<file path="config.mk">
export PLATFORM = sky130hd
export DESIGN_NAME = sync_multi
export DESIGN_NICKNAME = d
export VERILOG_FILES = /design/src/rtl/sync_multi_pkg.sv /design/src/rtl/sync_multi_filt_bit.sv /design/src/rtl/sync_multi.sv
export SDC_FILE = /design/constraint.sdc
export NUM_CORES = 1
export LEC_CHECK = 0
export CAP_MARGIN = 10
export CORE_MARGIN = 2
export CORE_UTILIZATION = 47
export DETAILED_ROUTE_END_ITERATION = 7
export PLACE_DENSITY = 0.61
export SLEW_MARGIN = 0
export SYNTH_ARGS = -nofsm -noshare
export SYNTH_HDL_FRONTEND = slang
export SYNTH_SLANG_ARGS = --single-unit
export TNS_END_PERCENT = 5
</file>
<file path="constraint.sdc">
create_clock -name clock -period 8.7 [get_ports clock]
set_input_delay 1.305 -clock clock [delete_from_list [all_inputs] [get_ports clock]]
set_output_delay 1.305 -clock clock [all_outputs]
set_load 0.05 [all_outputs]
</file>
<file path="src/rtl/sync_multi_pkg.sv">
// sync_multi_pkg
//   Shared definitions for the sync_multi probe-input conditioner:
//   mode encodings and a constant-foldable ceiling-log2 helper used to size
//   the debounce and flush counters.
package sync_multi_pkg;

   localparam logic [1:0] MODE_RISE  = 2'd0;
   localparam logic [1:0] MODE_FALL  = 2'd1;
   localparam logic [1:0] MODE_FILT  = 2'd2;
   localparam logic [1:0] MODE_DEMUX = 2'd3;

   // Bits needed to hold values 0..value-1; never less than one bit.
   function automatic int clog2(input int value);
      int r;
      r = 0;
      while ((1 << r) < value) begin
         r = r + 1;
      end
      if (r < 1) begin
         r = 1;
      end
      return r;
   endfunction

endpackage

</file>
<file path="src/rtl/sync_multi_filt_bit.sv">
// sync_multi_filt_bit
//   One bit of the debounce filter. A new level is accepted into held only
//   after the rising- and falling-edge samples agree with each other and
//   differ from held for len consecutive cycles.
// Ports:
//   clock    sample clock (posedge)
//   reset_n  asynchronous active-low reset
//   rise     posedge sample of this bit
//   fall     negedge sample of this bit
//   len      effective filter length (already forced to >= 1 by the parent)
//   reload   configuration change: zero the counter, load held from rise
//   held     accepted (debounced) level
module sync_multi_filt_bit #(
   parameter int CW = 4
) (
   input  logic          clock,
   input  logic          reset_n,
   input  logic          rise,
   input  logic          fall,
   input  logic [CW-1:0] len,
   input  logic          reload,
   output logic          held
);

   logic [CW-1:0] cnt;
   logic [CW:0]   cnt_inc;
   logic          agree;

   // One extra bit on the increment so the compare can never wrap.
   assign cnt_inc = {1'b0, cnt} + {{CW{1'b0}}, 1'b1};
   assign agree   = (rise == fall) && (rise != held);

   always_ff @(posedge clock or negedge reset_n) begin
      if (!reset_n) begin
         held <= 1'b0;
         cnt  <= '0;
      end else if (reload) begin
         held <= rise;
         cnt  <= '0;
      end else if (agree) begin
         if (cnt_inc >= {1'b0, len}) begin
            held <= rise;
            cnt  <= '0;
         end else begin
            cnt <= cnt_inc[CW-1:0];
         end
      end else begin
         cnt <= '0;
      end
   end

endmodule

</file>
<file path="src/rtl/sync_multi.sv">
// sync_multi
//   Logic-analyzer probe input conditioner. Samples data_in on both clock
//   edges and emits a registered word in one of four modes: raw posedge
//   sample, raw negedge sample, per-bit debounce filter, or 2x demux
//   (low half from the posedge sample, high half from the preceding
//   negedge sample). data_valid stays low for FLUSH_CYCLES cycles after
//   reset release or any change of mode/filt_len.
// Ports:
//   clock       sample clock
//   reset_n     asynchronous active-low reset
//   data_in     raw probe bus (WIDTH)
//   mode        0 rise, 1 fall, 2 filter, 3 demux
//   filt_len    debounce length (CW bits), 0 behaves as 1
//   data_out    conditioned sample (WIDTH)
//   data_valid  data_out was produced entirely under the current config
// Build option:
//   SYNC_MULTI_META2_EN  adds a second capture flop on each edge path
//                        (two-flop synchroniser, raw/demux latency 3).
module sync_multi
   import sync_multi_pkg::*;
#(
   parameter int WIDTH        = 32,
   parameter int FILT_MAX     = 15,
   parameter int FLUSH_CYCLES = 3,
   parameter int CW           = clog2(FILT_MAX + 1)
) (
   input  logic             clock,
   input  logic             reset_n,
   input  logic [WIDTH-1:0] data_in,
   input  logic [1:0]       mode,
   input  logic [CW-1:0]    filt_len,
   output logic [WIDTH-1:0] data_out,
   output logic             data_valid
);

   localparam int HALF = WIDTH / 2;
   localparam int FW   = clog2(FLUSH_CYCLES + 1);
   localparam logic [FW-1:0] FLUSH_LOAD = FW'(FLUSH_CYCLES);

   logic [WIDTH-1:0] s_r;
   logic [WIDTH-1:0] s_f;
   logic [WIDTH-1:0] smp_r;
   logic [WIDTH-1:0] smp_f;
   logic [WIDTH-1:0] held;
   logic [WIDTH-1:0] out_next;
   logic [1:0]       mode_q;
   logic [CW-1:0]    len_q;
   logic [CW-1:0]    len_eff;
   logic [FW-1:0]    flush;
   logic             init_q;
   logic             cfg_change;
   logic             reload;

   always_ff @(posedge clock or negedge reset_n) begin
      if (!reset_n) begin
         s_r <= '0;
      end else begin
         s_r <= data_in;
      end
   end

   always_ff @(negedge clock or negedge reset_n) begin
      if (!reset_n) begin
         s_f <= '0;
      end else begin
         s_f <= data_in;
      end
   end

`ifdef SYNC_MULTI_META2_EN
   logic [WIDTH-1:0] s_r2;
   logic [WIDTH-1:0] s_f2;

   always_ff @(posedge clock or negedge reset_n) begin
      if (!reset_n) begin
         s_r2 <= '0;
      end else begin
         s_r2 <= s_r;
      end
   end

   always_ff @(negedge clock or negedge reset_n) begin
      if (!reset_n) begin
         s_f2 <= '0;
      end else begin
         s_f2 <= s_f;
      end
   end

   assign smp_r = s_r2;
   assign smp_f = s_f2;
`else
   assign smp_r = s_r;
   assign smp_f = s_f;
`endif

   // Reset release is handled exactly like a configuration change so the
   // filter and flush counter start from a known reload point.
   assign cfg_change = (mode != mode_q) || (filt_len != len_q);
   assign reload     = cfg_change || !init_q;
   assign len_eff    = (len_q == '0) ? {{(CW-1){1'b0}}, 1'b1} : len_q;

   always_ff @(posedge clock or negedge reset_n) begin
      if (!reset_n) begin
         mode_q <= MODE_RISE;
         len_q  <= '0;
         init_q <= 1'b0;
         flush  <= '0;
      end else begin
         mode_q <= mode;
         len_q  <= filt_len;
         init_q <= 1'b1;
         if (reload) begin
            flush <= FLUSH_LOAD;
         end else if (flush != '0) begin
            flush <= flush - FW'(1);
         end
      end
   end

   assign data_valid = init_q && (flush == '0);

   for (genvar i = 0; i < WIDTH; i++) begin : g_filt
      sync_multi_filt_bit #(
         .CW (CW)
      ) u_bit (
         .clock   (clock),
         .reset_n (reset_n),
         .rise    (smp_r[i]),
         .fall    (smp_f[i]),
         .len     (len_eff),
         .reload  (reload),
         .held    (held[i])
      );
   end

   always_comb begin
      out_next = smp_r;
      case (mode_q)
         MODE_RISE:  out_next = smp_r;
         MODE_FALL:  out_next = smp_f;
         MODE_FILT:  out_next = held;
         MODE_DEMUX: out_next = {smp_f[HALF-1:0], smp_r[HALF-1:0]};
         default:    out_next = smp_r;
      endcase
   end

   always_ff @(posedge clock or negedge reset_n) begin
      if (!reset_n) begin
         data_out <= '0;
      end else begin
         data_out <= out_next;
      end
   end

endmodule

</file>
# == After elaboration in Yosys (flattened, before gate mapping) ==
# Index checks and enable logic that the tools add are counted.
# word_totals
register_bits,265
latchBits,0
ramBits,0
mem_bits_ro,0
inputBits,40
word_cells,538
memories,0
# op_classes
add_sub_neg,33
multipliers,0
n_div,0
n_lt_le_gt_ge,32
n_eq_ne,69
shift,0
mux,196
bitwise_logic,0
n_reduce_logical,137
# op_table
cell,n
4-bit 2-to-1 mux,97
"4-bit by 1-bit adder with 5-bit output, second input constant",32
5-bit by 4-bit greater-or-equal comparator with 1-bit output,32
2-bit nonzero test,66
32-bit one-hot mux with 4 select lines,1
1-bit 2-to-1 mux,96
2-bit AND reduction,32
1-bit logical AND,33
1-bit == test,32
1-bit != test,32
"2-bit == test, second input constant",2
2-bit zero test,2
4-bit zero test,1
2-bit 2-to-1 mux,2
4-bit != test,1
"2-bit by 1-bit == test with 1-bit output, second input constant",1
1-bit logical OR,2
2-bit != test,1
"2-bit by 1-bit subtractor with 2-bit output, second input constant",1
1-bit zero test,1

# == Longest topological paths before layout ==
# Gate-level depths: netlist of run 1.
# logic_depth
word_depth,6
ltp_mapped,11
ltp_nobuf,9

# == By module ==
# From an unflattened synthesis of run 1, not the netlist that was laid out.
# hier_totals
cells_unflattened,1372
hier_area_um2,14569.0
# modules_own_cells
module,n_inst,cells_each,area_per_inst_um2,seq_area_each_um2
sync_multi_filt_bit,32,36,339.1,125.1
sync_multi,1,220,3718.6,2627.5

==> results of run 1 <==
[metal layers]
metal | wire length [µm] | up-vias | GRT usage (%)
met5 | 26 | - | 0
met4 | 813 | 4 | 5.68
met3 | 1310 | 52 | 3.10
met2 | 14900 | 186 | 35.8
met1 | 14600 | 5076 | 27.9
li1 | - | 5092 | -
[area by class of cell]
cell class,count,area share [%]
multi-input cells,1038,43.0
inverters,49,1.14
flip-flops and latches,265,41.0
clock buffers,40,5.44
clock inverters,18,1.15
well taps,390,3.02
repair buffers,87,5.19
[through the flow]
step	utilization [%]	worst slack, ns	instance area, µm²	instances	power (mW)
floorplan	-	2.90	14000	1388	1.50
CTS	54.8	2.94	16200	1887	2.97
detailed placement	51.2	2.44	15100	1829	1.63
global placement	51.2	2.45	15100	1829	1.63
finish	54.8	2.95	16200	1887	2.93
global route	54.8	2.82	16200	1887	3.05
[cell usage after synthesis, types with 11 or more instances]
master    number  area share [%]
a21oi_1      107             3.8
a31oi_1       15            0.67
nor2_1       231             6.2
xnor2_1       34             2.1
buf_2         13            0.47
or3_1         17            0.76
mux2i_1       12            0.86
dfrtn_1       32             5.7
nand2b_1      36             1.6
nand4b_1      11            0.69
and2_1        16            0.72
o21ai_1       12            0.43
nor2b_1       12            0.54
nor2_2        12            0.54
clkbuf_1      16            0.43
nand3_1       82             2.9
inv_1         49             1.3
maj3_1        30             2.2
a32o_1        31             2.2
dfrtp_1      233              42
ha_1          98             8.8
xor2_1        36             2.3
or3_4         15             1.2
o22ai_1       22            0.99
a32oi_1       15            0.94
nand2_1       92             2.5
a21boi_0      11            0.59
mux4_2        16             2.6
o21ai_0       33             1.2
[tightest hold or removal path, cell delays in order, from the launching register on]
cell,delay [ns]
dfrtp_1,0.35
nand2_1,0.06
o211ai_1,0.07
[cells by family (layout without fill, tap and decap cells)]
kind of cell             after synthesis  after routing  synth area share (%)
AND/OR/NAND/NOR                      536            536                  18.3
AO/OA/AOI/OAI                        274            274                  12.5
adder cells (fa/ha/maj)              128            128                  10.9
flip-flops                           265            265                  47.5
multiplexers                          28             28                  3.44
XOR/XNOR                              71             71                  4.51
buffers and inverters                 85            194                  2.72
other                                  1              1                0.0269
[state kept, by name (all words and copies together) (netlist names)]
register / flops
data_out: 32
flush: 2
g_filt.u_bit.cnt: 128
g_filt.u_bit.held: 32
init_q: 1
len_q: 4
mode_q: 2
s_f: 32
s_r: 32
[how the worst min path moves through the flow]
| stage | start | end | slack [ns] | cells past startpoint |
|---|---|---|---|---|
| floorplan | g_filt[31].u_bit.cnt[0]$_DFF_PN0_ | g_filt[31].u_bit.cnt[0]$_DFF_PN0_ | 0.46 | 1 |
| global placement | flush[1]$_DFFE_PN0P_ | flush[1]$_DFFE_PN0P_ | 0.48 | 2 |
| detailed placement | flush[1]$_DFFE_PN0P_ | flush[1]$_DFFE_PN0P_ | 0.49 | 2 |
| CTS | flush[1]$_DFFE_PN0P_ | flush[1]$_DFFE_PN0P_ | 0.51 | 2 |
| global route | g_filt[25].u_bit.cnt[0]$_DFF_PN0_ | g_filt[25].u_bit.cnt[0]$_DFF_PN0_ | 0.54 | 1 |
| finish | flush[1]$_DFFE_PN0P_ | flush[1]$_DFFE_PN0P_ | 0.51 | 2 |
[power by group through the flow]
stage                     registers (mW)  logic [mW]  clock network (mW)
final                               1.32       0.284                1.32
after global routing                1.33       0.313                1.41
after CTS                           1.32       0.290                1.36
after detailed placement            1.34       0.288                   0
after global placement              1.34       0.284                   0
after floorplan                     1.38       0.117                   0
==> impl_metrics.tcl, run 1 <==
set metrics [dict create \
    multi_input_area_um2 6960 \
    reg2reg_slack_ns 2.95 \
    grt_max_degree 106 \
    critPathLaunch "s_f[8]$_DFF_NN0_" \
    first_iter_violations 514 \
    n_antenna_cell 0 \
    dieArea_um2 31100 \
    seq_area_um2 6640 \
    final_cell_mix "nor2_1 (230), dfrtp_1 (230), a21oi_1 (107)" \
    syn_nets 1526 \
    place.gp.congestion 0.785 \
    cp_slowest_cell "dfrtn_1" \
    power_density_nw_per_um2 181 \
    syn_to_final_growth_pct 15.8 \
    syn-cell-area_um2 14000 \
    cp-endpoint "g_filt[8].u_bit.cnt[1]$_DFF_PN0_" \
    critPathBufInv 0 \
    die_h_um 176 \
    drt_wl_total_um 31700 \
    swShare_pct 25.3 \
    cts.sinks 265 \
    hold_buffers 0 \
    grt_usage_pct 21.0 \
    finalSetupTns_ns 0 \
    cts_setup_buffers 0 \
    p_int_mw 2.19 \
    path_clk_slew_ns 0.06 \
    crit_fanout 6 \
    hp-class "reg2reg" \
    grt_overflow 0 \
    cp-start-kind "flip-flop" \
    clk_latency_ns 0.56 \
    io_pins 73 \
    core_area_um2 29500 \
    maxCapViolCount 0 \
    first_global_vias 10300 \
    slew_headroom_pct 34.3 \
    synthArstFlopShare_pct 100 \
    status "completed" \
    vias 10400 \
    cts_root_buf "clkbuf_16" \
    netlist_instances 1388 \
    antenna_found_initial 2 \
    drt_drc_violations_left 0 \
    tritoncts "yes" \
    setup_viol 0 \
    cp_common_cell "nor2_1" \
    syn_avg_cell_area_um2 10.1 \
    num-nets-final 1610 \
    power_leakage_nw 6.92 \
    ys.flop_type "dfrtp_1" \
    post_cts_resized 0 \
    p_clk_share_pct 45.1 \
    numCtsBuffers 31 \
    cp.arrival_ns 6.24 \
    tightest_slew_ns 0.986 \
    critical_path_class "reg2reg" \
    cp_slowest_stage_delay_ns 0.57 \
    synth_edf_count 0 \
    antenna_left 0 \
    yosys_warnings 0 \
    drive_gt1_share_pct 8.15 \
    required_ns 9.19 \
    crit_path_end_kind "flip-flop" \
    io_buffers 72 \
    htreeDepth 1 \
    fin_hold_ws_ns 0.505 \
    cp_top_family "simple AND/OR/NAND/NOR gates" \
    fp.dieW_um 176 \
    firstDrtPassIters 5 \
    clockBufferDepth 3 \
    pwr-share-comb_pct 9.7 \
    synth_cell_types 47 \
    drv_slew 0 \
    path_depth 5 \
    cp_cell_sequence "nand2_1 -> nor2_1 -> a21oi_1 -> or3_1 -> nor2_1" \
    skew_ns 0.0153 \
    reg2reg_to "g_filt[8].u_bit.cnt[1]$_DFF_PN0_" \
    vias_per_cell 5.52 \
    ys_seq_area_share_pct 47.5 \
    grt_pass1_wl_um 52700 \
    rsz0062_at_grt "no" \
    final-hold-violation-count 0 \
    start_util_pct 47.4 \
    worst-r2r-cell-count 5 \
    rr_startpoint "s_f[8]$_DFF_NN0_" \
    post-dp-hpwl_um 20400 \
    rows 63 \
    ys_ff_latch 265 \
    routedWlPerCell_um 16.8 \
    p_switching_uw 740 \
    pwr-share-seq_pct 45.2 \
    ir_worst_vdd_v 0.000164 \
    fillCellCount 2596 \
]
(Power assumes the default switching activity.)
==> run 2, diff against run 1 <==
==> constraint.sdc (replaced) <==
create_clock -name clock -period 5.6 [get_ports clock]
set_input_delay 0.84 -clock clock [delete_from_list [all_inputs] [get_ports clock]]
set_output_delay 0.84 -clock clock [all_outputs]
set_load 0.05 [all_outputs]
==> run 2 against run 1 <==
Net effect:
- routed wire length grew 0.18%
- clock power grew 52%
- core utilization shrank 0.055 points
- clock skew grew 0.0029 ns
- highest routed layer is now met4
==> impl_metrics.tcl, run 2 (synthesis results as in run 1) <==
set metrics [dict create \
    post-dp-hpwl_um 20400 \
    worst_slack_ns 1.43 \
    skew_ns 0.0181 \
    seq_area_um2 6640 \
    largest_reg_flops 128 \
    path_depth 5 \
    fp.dieW_um 176 \
    rows 63 \
    cp.arrival_ns 4.65 \
    required_ns 6.09 \
    path_clk_slew_ns 0.06 \
    grt_overflow 0 \
    worst-r2r-cell-count 5 \
    drt_drc_violations_left 0 \
    syn_to_final_growth_pct 15.7 \
    critical_path_class "reg2reg" \
    ir_worst_vdd_v 0.000217 \
    drv_slew 0 \
    setup_viol 0 \
    crit_path_end_kind "flip-flop" \
    power_density_nw_per_um2 279 \
    cts.sinks 265 \
    slew_headroom_pct 22.9 \
    first_iter_violations 615 \
    grt_max_degree 96 \
    rsz0062_at_grt "no" \
    htreeDepth 1 \
    post_cts_resized 0 \
    vias_per_cell 5.53 \
    firstDrtPassIters 5 \
    antenna_found_initial 0 \
    vias 10400 \
    status "completed" \
    place.gp.congestion 0.768 \
    cp_cell_sequence "nand2_1 -> nor2_1 -> a21oi_1 -> or3_1 -> nor2_1" \
    cts_setup_buffers 0 \
    io_pins 73 \
    dieArea_um2 31100 \
    regMostFlops "g_filt.u_bit.cnt" \
    num-nets-final 1610 \
    cp_top_family "simple AND/OR/NAND/NOR gates" \
    grt_usage_pct 21.1 \
    hp-class "in2async" \
    power_mw 4.50 \
    final_cell_mix "nor2_1 (230), dfrtp_1 (230), a21oi_1 (107)" \
    critPathBufInv 0 \
    drt_wl_total_um 31700 \
    drive_gt1_share_pct 7.49 \
    n_antenna_cell 0 \
    antenna_left 0 \
    clockBufferDepth 3 \
    die_h_um 176 \
    maxCapViolCount 0 \
    clk_latency_ns 0.56 \
    io_buffers 72 \
    routedWlPerCell_um 16.8 \
    grt_pass1_wl_um 52900 \
    final-hold-violation-count 0 \
    multi_input_area_um2 6960 \
    power_leakage_nw 6.91 \
    numCtsBuffers 30 \
    dp_slack_ns 1.34 \
    crit_fanout 6 \
    hold_buffers 0 \
    final_core_util_pct 54.8 \
    core_area_um2 29500 \
    cp-start-kind "flip-flop" \
    finalSetupTns_ns 0 \
    cp_common_cell "nor2_1" \
    cp_slowest_cell "dfrtn_1" \
    start_util_pct 47.4 \
    first_global_vias 10300 \
    tightest_slew_ns 1.16 \
    fillCellCount 2590 \
    cp_slowest_stage_delay_ns 0.57 \
    cts_root_buf "clkbuf_16" \
    tritoncts "yes" \
]
-- run 2: cell count changes in the layout (fill, tap and decap cells not counted) --
cell        previous run  this run
bufinv_16              3         1
clkbuf_16             31        34
clkinvlp_4             4         0
clkbuf_1               2        10
clkinv_2               8         3
clkinv_4               2         0
buf_12                 0         1
inv_6                  1         0
-- run 2: worst paths after layout --
kind	start	to	slack, ns
max in group asynchronous	reset_n	s_f[6]$_DFF_NN0_	2.08
setup / recovery	s_f[8]$_DFF_NN0_	g_filt[8].u_bit.cnt[0]$_DFF_PN0_	1.43
setup reg to reg	s_f[8]$_DFF_NN0_	g_filt[8].u_bit.cnt[0]$_DFF_PN0_	1.43
hold / removal	reset_n	s_r[24]$_DFF_PN0_	0.31
hold reg to reg	flush[1]$_DFFE_PN0P_	flush[1]$_DFFE_PN0P_	0.50
min in group clock	flush[1]$_DFFE_PN0P_	flush[1]$_DFFE_PN0P_	0.50
-- run 2: routing by layer --
layer  global-route usage (%)  part of all wire, %  up-vias
met5                        0                    0        -
met4                     5.79                  2.6        0
met3                     3.17                  4.4       56
met2                     35.2                   46      201
met1                     28.8                   47     5082
li1                         -                    -     5094
-- run 2: through the flow --
step           cells  area, µm²  hold WS (ns)
2_1_floorplan   1388      14000         0.460
3_3_place_gp    1830      15100         0.486
3_5_place_dp    1830      15100         0.490
4_1_cts         1885      16200         0.326
5_1_grt         1885      16200         0.367
6_report        1885      16200         0.311
-- run 2: final cells by class --
type                            count  share of cell area [%]
Clock buffer                       51                    6.10
Tap cell                          390                    3.02
Clock inverter                      4                   0.279
Multi-Input combinational cell   1038                    43.1
Sequential cell                   265                    41.1
Timing Repair Buffer               88                    5.31
Inverter                           49                    1.14
-- run 2: where the power goes --
| part | switching (mW) | internal, mW |
|---|---|---|
| clock | 0.772 | 1.23 |
| combinational | 0.274 | 0.169 |
| sequential | 0.0719 | 1.98 |
| total | 1.12 | 3.38 |
